===== src/rtl/spi_ram_wrapper.sv =====
// spi_ram_wrapper: SPI slave bridging 10-bit command words to a 256x8 single-port RAM.
// Ports: clk (system/SPI bit clock), rst (sync active-high), SS_n (slave select, low active),
//        MOSI (serial in, sampled on rising clk), MISO (registered serial out).

module spi_slave (
    input  logic       clk,
    input  logic       rst,
    input  logic       SS_n,
    input  logic       MOSI,
    input  logic       tx_valid,
    input  logic [7:0] dout,
    output logic [9:0] rx_data,
    output logic       rx_valid,
    output logic       MISO
);
    typedef enum logic [2:0] {IDLE, CHK_CMD, WRITE, READ_ADD, READ_DATA} state_t;
    state_t     state;
    logic [3:0] bit_cnt;
    logic [2:0] tx_cnt;
    logic [7:0] tx_shift;
    logic       rd_addr_flag;
    always_ff @(posedge clk) begin
        if (rst) begin
            state        <= IDLE;
            bit_cnt      <= 4'd0;
            tx_cnt       <= 3'd0;
            tx_shift     <= 8'd0;
            rx_data      <= 10'd0;
            rx_valid     <= 1'b0;
            rd_addr_flag <= 1'b0;
            MISO         <= 1'b0;
        end else if (SS_n) begin
            // deselect drops any partial word or in-flight read byte
            state    <= IDLE;
            bit_cnt  <= 4'd0;
            tx_cnt   <= 3'd0;
            rx_valid <= 1'b0;
            MISO     <= 1'b0;
        end else begin
            rx_valid <= 1'b0;
            case (state)
                IDLE: state <= CHK_CMD;
                CHK_CMD: begin
                    state   <= !MOSI ? WRITE : rd_addr_flag ? READ_DATA : READ_ADD;
                    bit_cnt <= 4'd0;
                end
                default: if (bit_cnt != 4'd10) begin
                    rx_data  <= {rx_data[8:0], MOSI};
                    bit_cnt  <= bit_cnt + 4'd1;
                    rx_valid <= bit_cnt == 4'd9;
                    if (bit_cnt == 4'd9 && state == READ_ADD) rd_addr_flag <= 1'b1;
                end
            endcase
            // first bit leaves straight from dout; the remaining seven come from tx_shift
            if (state == READ_DATA && tx_valid) begin
                MISO     <= dout[7];
                tx_shift <= {dout[6:0], 1'b0};
                tx_cnt   <= 3'd7;
            end else if (tx_cnt != 3'd0) begin
                MISO     <= tx_shift[7];
                tx_shift <= {tx_shift[6:0], 1'b0};
                tx_cnt   <= tx_cnt - 3'd1;
                if (tx_cnt == 3'd1) rd_addr_flag <= 1'b0;
            end else begin
                MISO <= 1'b0;
            end
        end
    end
endmodule

module spi_ram #(
    parameter int MEM_DEPTH = 256,
    parameter int ADDR_SIZE = 8
) (
    input  logic       clk,
    input  logic       rst,
    input  logic [9:0] din,
    input  logic       rx_valid,
    output logic [7:0] dout,
    output logic       tx_valid
);
    logic [7:0]           mem [MEM_DEPTH];
    logic [ADDR_SIZE-1:0] wr_addr;
    logic [ADDR_SIZE-1:0] rd_addr;
    // array has no reset so contents survive a mid-transaction reset
    always_ff @(posedge clk) begin
        if (!rst && rx_valid && din[9:8] == 2'b01) mem[wr_addr] <= din[7:0];
    end
    always_ff @(posedge clk) begin
        if (rst) begin
            wr_addr  <= '0;
            rd_addr  <= '0;
            dout     <= 8'd0;
            tx_valid <= 1'b0;
        end else begin
            tx_valid <= rx_valid && din[9:8] == 2'b11;
            if (rx_valid && din[9:8] == 2'b00) wr_addr <= din[ADDR_SIZE-1:0];
            if (rx_valid && din[9:8] == 2'b10) rd_addr <= din[ADDR_SIZE-1:0];
            if (rx_valid && din[9:8] == 2'b11) dout <= mem[rd_addr];
        end
    end
endmodule

module spi_ram_wrapper #(
    parameter int MEM_DEPTH = 256,
    parameter int ADDR_SIZE = 8
) (
    input  logic clk,
    input  logic rst,
    input  logic SS_n,
    input  logic MOSI,
    output logic MISO
);
    logic [9:0] rx_data;
    logic       rx_valid;
    logic [7:0] dout;
    logic       tx_valid;
    spi_slave u_slave (
        .clk(clk), .rst(rst), .SS_n(SS_n), .MOSI(MOSI), .tx_valid(tx_valid),
        .dout(dout), .rx_data(rx_data), .rx_valid(rx_valid), .MISO(MISO)
    );
    spi_ram #(.MEM_DEPTH(MEM_DEPTH), .ADDR_SIZE(ADDR_SIZE)) u_ram (
        .clk(clk), .rst(rst), .din(rx_data), .rx_valid(rx_valid),
        .dout(dout), .tx_valid(tx_valid)
    );
endmodule


===== config.mk =====
export PLATFORM = sky130hd
export DESIGN_NAME = spi_ram_wrapper
export DESIGN_NICKNAME = d
export VERILOG_FILES = /design/src/rtl/spi_ram_wrapper.sv
export SDC_FILE = /design/constraint.sdc
export NUM_CORES = 2
export LEC_CHECK = 0
export CAP_MARGIN = 0
export CORE_ASPECT_RATIO = 1.5
export CORE_UTILIZATION = 39
export CTS_CLUSTER_SIZE = 40
export DETAILED_ROUTE_END_ITERATION = 12
export PLACE_DENSITY = 0.63
export SYNTH_ARGS = -nofsm -noshare
export SYNTH_HDL_FRONTEND = slang
export SYNTH_SLANG_ARGS = --single-unit

===== constraint.sdc =====
create_clock -name clk -period 11 [get_ports clk]
set_input_delay 3.3 -clock clk [delete_from_list [all_inputs] [get_ports clk]]
set_output_delay 3.3 -clock clk [all_outputs]
set_load 0.02 [all_outputs]

==> summary.txt <==
drt first-iter violations = 4507
count of cell types in the netlist = 81
pin count of the biggest net entering global routing = 176
I/O pin cnt = 5
Final Setup Violations = 0
element type at the critical path start = input pin
Crit Path Max Fanout = 38
Setup Buffers After CTS = 0
CTS sink count = 2103
PD cells = 167 mW/mm2
Final period util = 54.6%
Seq/Total Area, Yosys = 75.4%
Async SR Flop Fraction = 0%
Inserted Clock Buffers = 182
Worst-Skew Late Latency = 0.84 ns
Mapped Cells = 4062
Synth area leader = edfxtp_1
Routed WL per cell = 32.0 um
WS Path Type = input pin to flop
Placed Cells = 6742
Required @ worst endpoint = 11.44 ns
share of the synthesized area in the top cell type = 74.1%
crit end category = flop
worst slew margin relative to its limit = 19.7%
Starting Density = 39.2%
Core ar. = 0.212 mm2
Post-synth EDFFs = 2048
utilization after layout = 43.2%
Vias = 41100
P&R area growth vs syn = 10.1%
Slew Viols, Final = 0
run status = completed
Die ar. = 0.215 mm2
Worst-Margin Slew = 1.20 ns
hold slack = 0.485 ns
First-pass DRT Iterations = 9
Tot GR Track Use = 20.9%
port bufs = 4
CTS tree = yes
post-CTS resize count = 0
first-pass GRT wire length = 318000 um
# H-tree levels = 4
most frequent cells in the layout = edfxtp_1 (2048), nor2_1 (337), mux4_2 (330), mux2i_1 (252), clkbuf_16 (183)
synth top area cells = edfxtp_1 (74%), mux4_2 (9.0%), mux2i_1 (3.0%)
Yosys warning count = 0
worst hold-check path type = flop to flop
final std cell area, no fill = 0.0914 mm2
vias in the first global route = 41900
CP Launch Point = rst
GPL Wtd Cong = 0.931
WP data arrival = 6.44 ns
drt total wl = 226000 um
Pleak = 27.3 nW
fin crit period = 6.00 ns
dpl cell area = 0.0854 mm2
Antenna Violating Nets Remaining = 0
Vias/cell = 5.81
Place WS = 4.27 ns
syn avg cell area = 20.4 um2
Final HPWL DP = 142000 um
RSZ-0062 raised after global routing = no
CTS Buffer Depth = 4
chip width = 379 um
DRC Markers = 0
Max-Cap Viols = 0
Post-synth top flop = edfxtp_1
synthesized cell area = 0.0830 mm2
f_max = 0.167 GHz
Worst Clk Skew = 0.0531 ns
# rows = 207
Clock transition at path regs = 0.07 ns
total congestion overflow = 0
CP endpoint = u_ram.mem[40][3]
commonest non-fill, non-tap cell in the layout = edfxtp_1
worst r2r src = u_ram.rd_addr[1]
total power = 15.2 mW
CTS Root Cell = clkbuf_16
Fin. Hold Viols = 0
Fin Setup TNS = 0 ns
Hold Buf Count CTS = 0
Die Ht = 567 um
VDD IR max = 113 uV
PnR worst setup slack = 5.00 ns
syn nets = 4072
Final nets = 4115
layout cells sized above 1 = 18.3%
initial antenna violation count = 6
post-synthesis sequential element count = 2103
Worst R2R Path Depth = 9
Critical R2R Capture = u_ram.dout[1]
Final Non-Filler Cells = 7065
r2r setup slk = 5.77 ns
==> cell type report <==
class	count	area [um2]
inverters	11	46.3
repair buffers	97	811
multi-input cells	1710	18300
flip-flops and latches	2103	62600
clock inverters	109	1290
clock buffers	213	4720
diodes	1	2.50
fillers	17900	120000
well taps	2821	3530
==> registers in the layout, summed over array words and instances (netlist names) <==
name	flops
u_slave.MISO	1
u_ram.rd_addr	8
u_slave.rx_data	10
u_slave.state	3
u_ram.mem	2048
u_ram.tx_valid	1
u_ram.dout	8
u_slave.tx_cnt	3
u_slave.rx_valid	1
u_ram.wr_addr	8
u_slave.tx_shift	7
u_slave.bit_cnt	4
u_slave.rd_addr_flag	1
==> how the worst min path moves through the flow <==
stage / startpoint / end / cells past startpoint / slack (ns)
2_1_floorplan: u_ram.dout[7] / u_slave.MISO / 2 / 0.43
3_3_place_gp: u_slave.tx_shift[1] / u_slave.tx_shift[1] / 2 / 0.46
3_5_place_dp: u_slave.tx_shift[1] / u_slave.tx_shift[1] / 2 / 0.47
4_1_cts: u_slave.tx_shift[1] / u_slave.tx_shift[1] / 2 / 0.48
5_1_grt: u_slave.tx_shift[1] / u_slave.tx_shift[1] / 2 / 0.50
6_report: u_slave.tx_shift[1] / u_slave.tx_shift[1] / 2 / 0.48
==> report_power, final <==
group	leakage [nW]	internal, mW	switching, mW
clock	2.94	3.69	2.90
combinational	4.72	0.00291	0.0114
sequential	19.7	8.65	0.00196
==> cell usage after synthesis (all sizes together) (10+ instances only) <==
cell type / n
a31oi: 14
o211ai: 11
inv: 10
nor2b: 13
edfxtp: 2048
a2111oi: 20
o21ai: 27
a22o: 12
nand2: 132
a21oi: 46
buf: 137
nand4: 17
o221ai: 37
a311oi: 10
a211oi: 25
mux2i: 252
mux4: 422
nor2: 338
o22ai: 73
mux2: 27
a221oi: 12
dfxtp: 55
clkbuf: 101
a32oi: 11
nand3: 35
nor3: 24
nand2b: 10
a22oi: 32
==> routing by layer <==
layer  part of all wire, %  global-route usage (%)  vias to the layer above
met5                 0.011                       0                        -
met4                   7.2                    13.1                        4
met3                   6.2                    2.99                      515
met2                    52                    36.4                     1864
met1                    35                    24.0                    21700
li1                      -                       -                    17000
==> worst max-delay path, stage by stage <==
cell      delay (ns)
buf_2           0.10
buf_4           0.24
nor4bb_1        0.61
nor3b_1         0.49
nand2_2         0.78
nor2_1          0.84
==> cell families (layout without fill, tap and decap cells) <==
family / Yosys count / after routing / share of synthesized area, %
buffers and inverters: 249 / 430 / 2.58
adder cells (fa/ha/maj): 6 / 6 / 0.0905
AND/OR/NAND/NOR: 634 / 634 / 3.40
other: 0 / 1 / 0
multiplexers: 701 / 701 / 15.3
flip-flops: 2103 / 2103 / 75.4
AO/OA/AOI/OAI: 367 / 367 / 3.21
XOR/XNOR: 2 / 2 / 0.0211
No activity file was read; power rests on OpenSTA's default activity.
